[config.mk]
export PLATFORM = sky130hd
export DESIGN_NAME = issue_scoreboard
export DESIGN_NICKNAME = d
export VERILOG_FILES = /design/src/rtl/issue_scoreboard.sv
export SDC_FILE = /design/constraint.sdc
export NUM_CORES = 1
export LEC_CHECK = 0
export ABC_CLOCK_PERIOD_IN_PS = 5500
export CAP_MARGIN = 40
export CORE_AREA = 2 2 147 149
export CTS_CLUSTER_SIZE = 16
export DETAILED_ROUTE_END_ITERATION = 8
export DIE_AREA = 0 0 149 151
export DONT_BUFFER_PORTS = 1
export GPL_TIMING_DRIVEN = 0
export PLACE_DENSITY_LB_ADDON = 0.12
export SLEW_MARGIN = 30
export SYNTH_ARGS = -nofsm -noshare
export SYNTH_HDL_FRONTEND = slang
export SYNTH_SLANG_ARGS = --single-unit
[constraint.sdc]
create_clock -name clk -period 5.5 [get_ports clk]
set_input_delay 0.825 -clock clk [delete_from_list [all_inputs] [get_ports clk]]
set_output_delay 0.825 -clock clk [all_outputs]
set_load 0.02 [all_outputs]
[src/rtl/issue_scoreboard.sv]
// Decode-stage issue control: per-register pending-result counters and
// write-back port reservation, with stall/issue decisions and a stall counter.
module issue_scoreboard #(
  parameter int unsigned REG_ADDR = 5,
  parameter int unsigned LD_LAT   = 2,
  parameter int unsigned MUL_LAT  = 5,
  parameter int unsigned WB_ALU   = 3,
  parameter int unsigned WB_MUL   = 6
) (
  input  logic                clk,
  input  logic                reset,
  input  logic                id_valid,
  input  logic [REG_ADDR-1:0] id_src1,
  input  logic [REG_ADDR-1:0] id_src2,
  input  logic                id_use_src1,
  input  logic                id_use_src2,
  input  logic [REG_ADDR-1:0] id_dst,
  input  logic                id_regwrite,
  input  logic                id_memread,
  input  logic                id_is_mult,
  input  logic                branch_taken,
  output logic                stall,
  output logic                id_issue,
  output logic [1:0]          wb_owner,
  output logic                busy,
  output logic [15:0]         stall_count
);

  localparam int unsigned NREG = 1 << REG_ADDR;
  localparam int unsigned PW   = (MUL_LAT > 1) ? $clog2(MUL_LAT) : 1;
  localparam logic [PW-1:0] MUL_SET = PW'(MUL_LAT - 1);
  localparam logic [PW-1:0] LD_SET  = PW'(LD_LAT - 1);
  localparam logic [WB_MUL-1:0] ALU_BIT = WB_MUL'(1) << (WB_ALU - 1);
  localparam logic [WB_MUL-1:0] MUL_BIT = WB_MUL'(1) << (WB_MUL - 1);

  // r0 carries no state: the array starts at index 1.
  logic [PW-1:0]     pend_q [1:NREG-1];
  logic [PW-1:0]     pend_d [1:NREG-1];
  logic [WB_MUL-1:0] slot_alu_q, slot_alu_d;
  logic [WB_MUL-1:0] slot_mul_q, slot_mul_d;
  logic [1:0]        wb_owner_q, wb_owner_d;
  logic              busy_q, busy_d;
  logic [15:0]       stall_count_q, stall_count_d;

  logic              raw_hit, waw_hit, port_hit;
  logic [WB_MUL-1:0] alu_sh, mul_sh, taken;
  logic              reserve;

  always_comb begin
    raw_hit = 1'b0;
    waw_hit = 1'b0;
    for (int unsigned i = 1; i < NREG; i++) begin
      if (pend_q[i] != '0) begin
        if (id_use_src1 && id_src1 == REG_ADDR'(i)) raw_hit = 1'b1;
        if (id_use_src2 && id_src2 == REG_ADDR'(i)) raw_hit = 1'b1;
        if (id_regwrite && id_dst == REG_ADDR'(i))  waw_hit = 1'b1;
      end
    end
  end

  // Port conflict is judged against the vectors as they will look after this edge's shift.
  always_comb begin
    alu_sh   = slot_alu_q >> 1;
    mul_sh   = slot_mul_q >> 1;
    taken    = alu_sh | mul_sh;
    port_hit = id_regwrite & (id_is_mult ? taken[WB_MUL-1] : taken[WB_ALU-1]);
  end

  always_comb begin
    stall    = reset & id_valid & ~branch_taken & (raw_hit | waw_hit | port_hit);
    id_issue = reset & id_valid & ~branch_taken & ~stall;
    reserve  = id_issue & id_regwrite;
  end

  always_comb begin
    busy_d = 1'b0;
    for (int unsigned i = 1; i < NREG; i++) begin
      pend_d[i] = (pend_q[i] != '0) ? pend_q[i] - 1'b1 : '0;
      if (reserve && id_dst == REG_ADDR'(i)) begin
        if (id_is_mult)      pend_d[i] = MUL_SET;
        else if (id_memread) pend_d[i] = LD_SET;
        else                 pend_d[i] = '0;
      end
      if (pend_d[i] != '0) busy_d = 1'b1;
    end
  end

  // Bit 0 of the current vectors is the slot that writes back in the coming cycle.
  always_comb begin
    slot_alu_d    = alu_sh | ((reserve && !id_is_mult) ? ALU_BIT : '0);
    slot_mul_d    = mul_sh | ((reserve &&  id_is_mult) ? MUL_BIT : '0);
    wb_owner_d    = {slot_mul_q[0], slot_alu_q[0]};
    stall_count_d = (stall && stall_count_q != '1) ? stall_count_q + 16'd1 : stall_count_q;
  end

  always_ff @(posedge clk or negedge reset) begin
    if (!reset) begin
      for (int unsigned i = 1; i < NREG; i++) pend_q[i] <= '0;
      slot_alu_q    <= '0;
      slot_mul_q    <= '0;
      wb_owner_q    <= '0;
      busy_q        <= 1'b0;
      stall_count_q <= '0;
    end else begin
      for (int unsigned i = 1; i < NREG; i++) pend_q[i] <= pend_d[i];
      slot_alu_q    <= slot_alu_d;
      slot_mul_q    <= slot_mul_d;
      wb_owner_q    <= wb_owner_d;
      busy_q        <= busy_d;
      stall_count_q <= stall_count_d;
    end
  end

  assign wb_owner    = wb_owner_q;
  assign busy        = busy_q;
  assign stall_count = stall_count_q;

endmodule

# After elaboration in Yosys (flattened, before gate mapping)
# Cells that the tools add are included.
# word_totals
register_bits	121
inputBits	24
out_inout_bits	21
wordCells	618
# op_classes
n_addsub	32
eq_ne	94
mux	253
n_bitwise	13
reduce_logical	190
# op_table
cell	n
$eq A5 B5 Y1 const B	48
$mux W3	64
$mux W1	188
$reduce_bool A3 Y1	62
$logic_and A1 B1 Y1	127
$eq A5 B4 Y1 const B	24
$sub A3 B1 Y3 const B	31
$eq A5 B3 Y1 const B	12
$eq A5 B2 Y1 const B	6
$add A16 B1 Y16 const B	1
$ne A16 B16 Y1 const B	1
$eq A5 B1 Y1 const B	3
$and A1 B1 Y1	6
$mux W6	1
$or A2 B3 Y3	2
$or A5 B6 Y6	1
$not A1 Y1	2
$or A1 B1 Y1	2
$logic_not A1 Y1	1

# Longest topological paths before layout
# Gate-level depths: netlist of run 1.
# logic_depth
ltp_word	135
depth_mapped	17
depth_no_buf	14

# Least setup slack after synthesis of run 1
# OpenSTA, ideal clock, no wires.
# synth_path
kind	input to register
start	in id_dst[1]
end	reg busy_q (netlist: busy)
setup_time_ns	0.139
arrival_time_ns	4.257
required_ns	5.361
slack_ns	1.105
cell_stages	13
n_path_buf	2
path_cell_list	or4b_2 o31a_1 o311ai_0 and4b_1 clkbuf_1 nand2_1 nor3_2 buf_4 nand3_2 mux2_4 or4_1 or4_1 or4_1
# synth_rtl
element	line_no	source
start, declared	17	input logic [REG_ADDR-1:0] id_dst,
end signal, assigned	109	busy_q <= busy_d;
end, declared	42	logic busy_q, busy_d;

==> results of run 1 <==
## metal layers
layer  track usage, %  routed length, um  vias to the layer above
li1                 -                  -                     3317
met1             36.1              12700                     3578
met2             41.5              13100                      346
met3             4.64               2200                       76
met4             13.1               1340                        0
met5                0                  0                        -
## kinds of logic after synthesis
| kind of cell | after synthesis |
|---|---|
| AOI/OAI and AO/OA | 179 |
| xor gates and xnor gates | 14 |
| adders and majority gates | 63 |
| buffers and inverters | 127 |
| DFF | 121 |
| muxes | 40 |
| and+or+nand+nor | 373 |
## worst reg2reg max path: cells and delay by family (launching register included)
family / cells / cell delay [ns]
and+or+nand+nor: 10 / 3.59
muxes: 2 / 0.53
DFF: 1 / 0.42
adders and majority gates: 1 / 0.34
buffers and inverters: 2 / 0.31
## worst paths after layout
path | cells after the start | slack [ns] | endpoint | startpoint
worst max-delay path | 15 | 0.18 | busy$_DFF_PN0_ | pend_q[48]$_DFF_PN0_
min in group clk | 0 | 0.35 | slot_mul_q[4]$_DFF_PN0_ | slot_mul_q[5]$_DFF_PN0_
max in group asynchronous | 0 | 5.19 | slot_mul_q[5]$_DFF_PN0_ | reset
worst max register to register | 15 | 0.18 | busy$_DFF_PN0_ | pend_q[48]$_DFF_PN0_
worst min register to register | 0 | 0.35 | slot_mul_q[4]$_DFF_PN0_ | slot_mul_q[5]$_DFF_PN0_
worst min-delay path | 0 | 0.09 | stall_count[1]$_DFFE_PN0P_ | reset
## repair_timing
action,4_1_cts,5_1_grt
resized for setup,0,5
setup endpoints to repair,0,1
buffers inserted,0,3
endpoints found under the hold margin,0,0
## power by group
| part | leakage [uW] | switching [uW] | internal [uW] |
|---|---|---|---|
| clock | 0.000276 | 489 | 641 |
| combinational | 0.00240 | 216 | 118 |
| sequential | 0.00168 | 58.4 | 924 |
## state kept, by name, summed over array words and instances (netlist names)
register and flops:
wb_owner 2, busy 1, slot_mul_q 6, stall_count 16, slot_alu_q 3, pend_q 93
## per-stage QoR
step / setup slack (ns) / setup TNS [ns] / cell area, sq um / cells / hold WS [ns]
2_1_floorplan: 1.10 / 0 / 8280 / 917 / 0.331
3_3_place_gp: -0.429 / -0.429 / 8630 / 1192 / 0.332
3_5_place_dp: 0.0381 / 0 / 8640 / 1193 / 0.335
4_1_cts: 0.0000622 / 0 / 9220 / 1225 / 0.0709
5_1_grt: 0.0437 / 0 / 9270 / 1229 / 0.0679
6_report: 0.177 / 0 / 9270 / 1229 / 0.0866
## area by class of cell
type	count	area [sq um]	share of cell area, %
multi-input combinational	669	4720	50.9
sequential	121	3030	32.7
clock buffer	17	425	4.59
tap	275	344	3.71
inverter	81	304	3.28
buffer	46	251	2.71
clock inverter	15	158	1.70
timing repair buffer	5	38.8	0.418
## placed cells by master (no fill, tap or decap), types with 9 or more instances in the layout
cell type	count
or4_1	12
or2_2	24
o21ai_0	14
or3_1	10
clkbuf_1	15
nand2b_1	11
inv_1	81
nor2b_1	12
nand2_1	80
xnor2_1	10
nand3_1	30
nand3b_1	9
dfrtp_1	121
a31oi_1	14
clkbuf_16	17
mux2_2	22
nor3_1	19
a21oi_1	44
nor4_1	12
nand4_1	9
buf_2	18
o22ai_1	31
nor3b_1	9
and2_1	23
mux2i_1	12
ha_1	62
nor2_1	62
==> flow_metrics.env, run 1 <==
export IMPL_status="completed"
export IMPL_final_layout_size_suffix_gt1_share_pct=14.5
export IMPL_synth_top_area_share_pct=36.6
export IMPL_core_area_sq_um=20800
export IMPL_start_util_pct=39.8
export IMPL_ctsHoldBuffers=0
export IMPL_area_growth_pct=11.9
export IMPL_power_density_nw_per_um2=264
export IMPL_dieArea_sq_um=22500
export IMPL_wl_per_cell_um=23.8
export IMPL_routed_wl_mm=29.3
export IMPL_critical_path_slowest_cell="or4_1"
export IMPL_yosys_area_share_simple_pct=25.4
export IMPL_period_share_pct=96.8
export IMPL_critical_path_max_fanout=10
export IMPL_start_kind="register"
export IMPL_drv_cap=0
export IMPL_cp_num_buf_inv=2
export IMPL_portBuffers=0
export IMPL_fin_skew_ns=0.0111
export IMPL_synth_common_cells="dfrtp_1, inv_1, nand2_1"
export IMPL_clockBufferDepth=2
export IMPL_cts_tree="done"
export IMPL_synth_compound_area_share_pct=15.1
export IMPL_critical_path_class="register to register"
export IMPL_async_reset_ff_share_pct=100
export IMPL_grt_max_degree=123
export IMPL_yosys_warnings=0
export IMPL_cts_root_buf="clkbuf_16"
export IMPL_die_y_um=151
export IMPL_slew_headroom_pct=43.7
export IMPL_min_path_type="primary input to asynchronous set/reset pin"
export IMPL_cp_cell_sequence="or2_2, inv_1, ha_1, mux2_1, nor3_1, or4_1, nor4_2, nand4_2, nor3_2, buf_4, nand3_2, mux2_4, or4_1, or4_1, or4_1"
export IMPL_route_detailed_drc=0
export IMPL_worstSetupEndpointType="register"
export IMPL_rows=53
export IMPL_critPathRequiredTime_ns=5.78
export IMPL_p_leak_uw=0.00435
export IMPL_rsz0062_at_grt="false"
export IMPL_drtPass1Iterations=7
export IMPL_syn_area_per_cell_sq_um=9.03
export IMPL_ys_flop_type="dfrtp_1"
export IMPL_synth_most_common_cell="dfrtp_1"
export IMPL_cts_clk_slew_worst_paths_ns=0.06
export IMPL_nNetsFinal=1028
export IMPL_hpwl_mm=21.9
export IMPL_cp_arrival_ns=5.60
export IMPL_worst_pin_slew_ns=0.842
export IMPL_report_final_slew_viol_count=0
export IMPL_syn_cell_area_sq_um=8280
export IMPL_globalplace_congestion=0.961
export IMPL_postRouteAntennaNets=0
export IMPL_grt_use_total_pct=26.7
export IMPL_setup_violations_final=0
export IMPL_synth_fa_ha_area_share_pct=9.52
export IMPL_synth_fp_nets=1004
export IMPL_ys_seq_area_share_pct=36.6
export IMPL_synth_mux_area_fraction_pct=5.30
export IMPL_die_x_um=149
export IMPL_yosys_cell_types_count=84
export IMPL_maxClockFrequency_mhz=188
export IMPL_min_period_ns=5.32
export IMPL_grt_pass1_vias=7021
export IMPL_io_pin_count=45
export IMPL_critPathMaxStageDelay_ns=0.62
export IMPL_total_power_uw=2450
export IMPL_drt_first_iter_violations=718
export IMPL_grt_overflow=0
export IMPL_grt_pass1_wl_mm=43.9
export IMPL_cts_made_buffers=17
export IMPL_insertion_delay_ns=0.43
export IMPL_synthCells=917
export IMPL_yosys_top_cells_area="dfrtp_1, ha_1, inv_1"
export IMPL_final_core_util_pct=44.5
export IMPL_synth_xor_area_share_pct=1.48
export IMPL_final_fill_count=2090
export IMPL_synth_edf_count=0
export IMPL_synth_top_area_cell="dfrtp_1"
export IMPL_cp_common_cell="or4_1"
export IMPL_cp_top_family="simple AND/OR/NAND/NOR gates"
export IMPL_finalHoldViolations=0
export IMPL_max_vdd_ir_drop_mv=0.198
export IMPL_ys_seq_elements=121
export IMPL_synth_top_family_by_area="simple AND/OR/NAND/NOR gates"
export IMPL_cts_max_level=4
export IMPL_vias_per_cell=5.95
export IMPL_cts_sinks=121
export IMPL_via_count=7317
export IMPL_antennaDiodeCount=0
export IMPL_antenna_found_initial=0
Power figures use the tool's default switching activity.
==> inputs of run 2 (changes only) <==
CAP_MARGIN = 15   (was 40)
==> run 2 against run 1 <==
Against the previous run: setup slack worse by 0.021 ns; non-clock buffer count is 3 lower; global-route usage is 0.19 points higher; maximum frequency is 0.40% lower; flip-flop and latch count stayed put; sequential power hardly changed; critical path depth stayed put; clock power hardly changed; combinational power hardly changed; via count is 1.6% lower; critical endpoint unchanged; largest power group unchanged; highest routed layer unchanged.
==> flow_metrics.env, run 2 (synthesis gave the netlist of run 1 again) <==
export IMPL_globalplace_congestion=0.961
export IMPL_nNetsFinal=1025
export IMPL_worstSetupEndpointType="register"
export IMPL_r2r_cells=15
export IMPL_path_depth=15
export IMPL_regToRegEndpoint="busy$_DFF_PN0_"
export IMPL_grt_max_degree=123
export IMPL_period_share_pct=97.2
export IMPL_ff2ff_setup_slack_ns=0.16
export IMPL_drt_first_iter_violations=742
export IMPL_critical_path_class="register to register"
export IMPL_min_period_ns=5.34
export IMPL_antennaDiodeCount=0
export IMPL_cp_arrival_ns=5.63
export IMPL_p_leak_uw=0.00435
export IMPL_cp_top_family="simple AND/OR/NAND/NOR gates"
export IMPL_cts_clk_slew_worst_paths_ns=0.07
export IMPL_layout_commonest_cell="dfrtp_1"
export IMPL_max_vdd_ir_drop_mv=0.199
export IMPL_rsz0062_at_grt="false"
export IMPL_dieArea_sq_um=22500
export IMPL_layout_common_cells="dfrtp_1, inv_1, nand2_1"
export IMPL_report_final_slew_viol_count=0
export IMPL_grt_overflow=0
export IMPL_routed_wl_mm=29.2
export IMPL_vias_per_cell=5.87
export IMPL_clockBufferDepth=2
export IMPL_top_register="pend_q"
export IMPL_drv_cap=0
export IMPL_maxClockFrequency_mhz=187
export IMPL_critical_path_slowest_cell="or4_1"
export IMPL_route_detailed_drc=0
export IMPL_portBuffers=0
export IMPL_insertion_delay_ns=0.43
export IMPL_io_pin_count=45
export IMPL_cts_root_buf="clkbuf_16"
export IMPL_core_area_sq_um=20800
export IMPL_power_density_nw_per_um2=265
export IMPL_status="completed"
export IMPL_grt_pass1_vias=7102
export IMPL_largest_reg_flops=93
export IMPL_area_growth_pct=11.6
export IMPL_timing_rr_start="pend_q[33]$_DFF_PN0_"
export IMPL_worstSetupEndpoint="busy$_DFF_PN0_"
export IMPL_dp_slack_ns=0.0469
export IMPL_hpwl_mm=21.9
export IMPL_wl_per_cell_um=23.8
export IMPL_grt_pass1_wl_mm=44.2
export IMPL_cts_made_buffers=17
export IMPL_cts_max_level=4
export IMPL_final_layout_size_suffix_gt1_share_pct=14.1
export IMPL_drtPass1Iterations=6
export IMPL_finalHoldViolations=0
export IMPL_cts_tree="done"
export IMPL_start_kind="register"
export IMPL_cp_cell_sequence="or2_2, inv_1, ha_1, nor2b_1, a2111oi_0, or4_1, nor4_2, nand4_2, buf_6, nor3_4, a22oi_2, a211o_1, or4_1, or4_1, or4_1"
export IMPL_critPathRequiredTime_ns=5.78
export IMPL_rows=53
export IMPL_setup_slack_ns=0.156
export IMPL_die_x_um=149
export IMPL_critPathMaxStageDelay_ns=0.60
export IMPL_slew_headroom_pct=31.6
export IMPL_worst_pin_slew_ns=1.02
export IMPL_setup_violations_final=0
export IMPL_cp_startpoint="pend_q[33]$_DFF_PN0_"
export IMPL_cp_common_cell="or4_1"
export IMPL_start_util_pct=39.8
export IMPL_min_path_type="primary input to asynchronous set/reset pin"
export IMPL_final_core_util_pct=44.4
export IMPL_via_count=7199
export IMPL_grt_use_total_pct=26.9
export IMPL_critical_path_max_fanout=10
export IMPL_postRouteAntennaNets=0
export IMPL_antenna_found_initial=0
export IMPL_cp_num_buf_inv=2
export IMPL_cts_sinks=121
export IMPL_die_y_um=151
export IMPL_fin_skew_ns=0.0108
==> run 2: power breakdown <==
part	leakage, uW	internal, uW	switching [uW]
Combinational	0.00238	117	216
Clock	0.000287	641	488
Sequential	0.00168	924	59.8
==> run 2: metrics by stage <==
stage | setup TNS (ns) | hold slack, ns | total power, uW | std cells | cell area (sq um)
finish | 0 | 0.0866 | 2450 | 1226 | 9240
global route | 0 | 0.0592 | 2530 | 1226 | 9240
CTS | 0 | 0.0628 | 2460 | 1224 | 9220
detailed placement | 0 | 0.335 | 1320 | 1192 | 8630
global placement | -0.429 | 0.332 | 1320 | 1192 | 8630
floorplan | 0 | 0.331 | 1200 | 917 | 8280
==> run 2: layer usage <==
layer | global-route usage [%] | up-vias | part of all wire, %
met5 | 0 | - | 0
met4 | 12.1 | 0 | 3.9
met3 | 6.02 | 65 | 7.8
met2 | 42.2 | 330 | 45
met1 | 35.6 | 3504 | 43
li1 | - | 3300 | -
==> run 2: cell type report <==
class,count,area (sq um)
tap,275,344
fill,2138,11600
inverter,81,304
buffer,46,251
multi-input combinational,669,4720
clock inverter,15,158
timing repair buffer,2,15.0
clock buffer,17,425
sequential,121,3030
==> run 2: how the worst min path moves through the flow <==
stage                                  startpoint                          to  slack [ns]  depth (start not counted)
final                                       reset  stall_count[9]$_DFFE_PN0P_        0.09                          0
after global routing                        reset  stall_count[9]$_DFFE_PN0P_        0.06                          0
after CTS                                   reset         pend_q[6]$_DFF_PN0_        0.06                          0
after detailed placement  slot_alu_q[1]$_DFF_PN0_     slot_alu_q[0]$_DFF_PN0_        0.33                          0
after global placement    slot_mul_q[4]$_DFF_PN0_     slot_mul_q[3]$_DFF_PN0_        0.33                          0
after floorplan           slot_alu_q[1]$_DFF_PN0_     slot_alu_q[0]$_DFF_PN0_        0.33                          0
==> run 2: what timing repair did <==
item / CTS / global route
hold endpoints to repair: 0 / 0
endpoints found under the setup margin: 1 / 1
hold buffers: 0 / 0
setup buffers: 0 / 2
gates cloned: 0 / 0
pin swaps: 0 / 1
gates resized for setup: 1 / 4
==> inputs of run 3 (changes only) <==
HOLD_SLACK_MARGIN = 0.06   (was unset)
==> run 3 against run 2 <==
Against the previous run: count of clock-buffer cells in the layout is the same; cell count up 0.24%; largest power group unchanged; register-to-register slack barely moved; flip-flop and latch count unchanged; clock skew grew 0.0015 ns; sequential power hardly changed; highest routed layer unchanged; critical endpoint unchanged; design area rose by 0.24%.
==> flow_metrics.env, run 3 (synthesis gave the netlist of run 1 again) <==
export IMPL_status="completed"
export IMPL_critical_path_class="register to register"
export IMPL_fin_skew_ns=0.0122
export IMPL_grt_pass1_wl_mm=44.2
export IMPL_nNetsFinal=1027
export IMPL_start_util_pct=39.8
export IMPL_antenna_found_initial=0
export IMPL_internal_power_uw=1680
export IMPL_cts_clk_slew_worst_paths_ns=0.07
export IMPL_slew_headroom_pct=33.9
export IMPL_globalplace_congestion=0.961
export IMPL_r2r_cells=15
export IMPL_clockBufferDepth=2
export IMPL_switchingPower_uw=770
export IMPL_regToRegEndpoint="busy$_DFF_PN0_"
export IMPL_cp_cell_sequence="or2_2, inv_1, ha_1, nor2b_1, a2111oi_0, or4_1, nor4_2, nand4_2, nor3_2, buf_4, nand3_2, mux2_4, or4_1, or4_1, or4_1"
export IMPL_setup_violations_final=0
export IMPL_via_count=7253
export IMPL_timing_rr_start="pend_q[33]$_DFF_PN0_"
export IMPL_grt_use_total_pct=26.9
export IMPL_min_path_type="primary input to asynchronous set/reset pin"
export IMPL_drv_cap=0
export IMPL_comb_power_share_pct=13.7
export IMPL_ff2ff_setup_slack_ns=0.16
export IMPL_top_register="pend_q"
export IMPL_hpwl_mm=21.9
export IMPL_grt_max_degree=123
export IMPL_dieArea_sq_um=22500
export IMPL_worst_pin_slew_ns=0.982
export IMPL_critPathRequiredTime_ns=5.79
export IMPL_route_detailed_drc=0
export IMPL_report_final_slew_viol_count=0
export IMPL_final_core_util_pct=44.5
export IMPL_cts_max_level=4
export IMPL_critPathMaxStageDelay_ns=0.60
export IMPL_worstSetupEndpointType="register"
export IMPL_cts_tree="done"
export IMPL_clockPowerShare_pct=46.2
export IMPL_drtPass1Iterations=6
export IMPL_min_period_ns=5.34
export IMPL_period_share_pct=97.0
export IMPL_cp_common_cell="or4_1"
export IMPL_layout_common_cells="dfrtp_1, inv_1, nand2_1"
export IMPL_cp_top_family="simple AND/OR/NAND/NOR gates"
export IMPL_io_pin_count=45
export IMPL_cp_arrival_ns=5.62
export IMPL_postRouteAntennaNets=0
export IMPL_rsz0062_at_grt="false"
export IMPL_cts_root_buf="clkbuf_16"
export IMPL_p_leak_uw=0.00436
export IMPL_routed_wl_mm=29.4
export IMPL_drt_first_iter_violations=661
export IMPL_finalHoldViolations=0
export IMPL_path_depth=15
export IMPL_critical_path_slowest_cell="or4_1"
export IMPL_largest_reg_flops=93
export IMPL_seqPwrFrac_pct=40.1
export IMPL_switching_share_pct=31.4
export IMPL_power_density_nw_per_um2=265
export IMPL_die_y_um=151
export IMPL_fin_tns_setup_ns=0
export IMPL_area_growth_pct=11.9
export IMPL_rows=53
export IMPL_grt_pass1_vias=7102
export IMPL_worstSetupEndpoint="busy$_DFF_PN0_"
export IMPL_vias_per_cell=5.90
export IMPL_cts_made_buffers=17
export IMPL_final_layout_size_suffix_gt1_share_pct=14.1
export IMPL_critical_path_max_fanout=10
export IMPL_max_vdd_ir_drop_mv=0.201
export IMPL_layout_commonest_cell="dfrtp_1"
export IMPL_cp_startpoint="pend_q[33]$_DFF_PN0_"
export IMPL_insertion_delay_ns=0.44
export IMPL_grt_overflow=0
export IMPL_wl_per_cell_um=23.9
export IMPL_maxClockFrequency_mhz=187
export IMPL_die_x_um=149
export IMPL_cp_num_buf_inv=2
export IMPL_core_area_sq_um=20800
export IMPL_cts_sinks=121
export IMPL_portBuffers=0
export IMPL_start_kind="register"
run 3: changes by cell type in the layout (fill, tap and decap cells not counted):
cell | previous run | this run
dlygate4sd3_1 | 0 | 2
diode_2 | 0 | 1
run 3: routing by layer:
metal  wire length (um)  GRT usage (%)  vias to the layer above
met2              13200           42.2                      300
li1                   -              -                     3312
met3               2100           6.02                       77
met1              12900           35.6                     3564
met4               1220           12.1                        0
met5                  0              0                        -
run 3: area by class of cell:
cell class              instances  area, sq um
multi-input cells             669         4720
flip-flops and latches        121         3030
clock buffers                  17          425
well taps                     275          344
inverters                      81          304
diodes                          1         2.50
clock inverters                15          158
repair buffers                  4         35.0
plain buffers                  46          251
fillers                      2141        11600
run 3: repair_timing:
item | 4_1_cts | 5_1_grt
setup buffers | 0 | 2
cloned | 0 | 0
hold endpoints to repair | 0 | 3
pin swaps | 0 | 1
setup endpoints to repair | 1 | 1
gates resized for setup | 1 | 4
hold buffers | 0 | 2
run 3: worst reg2reg max path, stage by stage (launching register included):
cell,delay [ns]
dfrtp_1,0.42
or2_2,0.30
inv_1,0.08
ha_1,0.36
nor2b_1,0.18
a2111oi_0,0.06
or4_1,0.55
nor4_2,0.20
nand4_2,0.30
nor3_2,0.29
buf_4,0.25
nand3_2,0.12
mux2_4,0.32
or4_1,0.60
or4_1,0.57
or4_1,0.59
run 3: worst min path at each step:
stage	from	end	slack, ns	cells past startpoint
6_report	reset	stall_count[10]$_DFFE_PN0P_	0.08	0
5_1_grt	reset	stall_count[10]$_DFFE_PN0P_	0.06	0
4_1_cts	reset	pend_q[6]$_DFF_PN0_	0.06	0
3_5_place_dp	slot_alu_q[1]$_DFF_PN0_	slot_alu_q[0]$_DFF_PN0_	0.33	0
3_3_place_gp	slot_mul_q[4]$_DFF_PN0_	slot_mul_q[3]$_DFF_PN0_	0.33	0
2_1_floorplan	slot_alu_q[1]$_DFF_PN0_	slot_alu_q[0]$_DFF_PN0_	0.33	0
run 3: through the flow:
| step | cells | power, uW | hold WS (ns) | worst slack (ns) | area, sq um |
|---|---|---|---|---|---|
| after global routing | 1228 | 2530 | 0.0604 | 0.0104 | 9260 |
| after CTS | 1224 | 2460 | 0.0628 | 0.0519 | 9220 |
| after global placement | 1192 | 1320 | 0.332 | -0.429 | 8630 |
| final | 1229 | 2450 | 0.0815 | 0.165 | 9270 |
| after detailed placement | 1192 | 1320 | 0.335 | 0.0469 | 8630 |
| after floorplan | 917 | 1200 | 0.331 | 1.10 | 8280 |
run 3: power groups by stage:
stage	registers, uW	clock network [uW]	logic, uW
final	984	1130	336
after floorplan	988	0	210
after global placement	999	0	321
after CTS	984	1150	324
after detailed placement	999	0	320
after global routing	989	1190	356
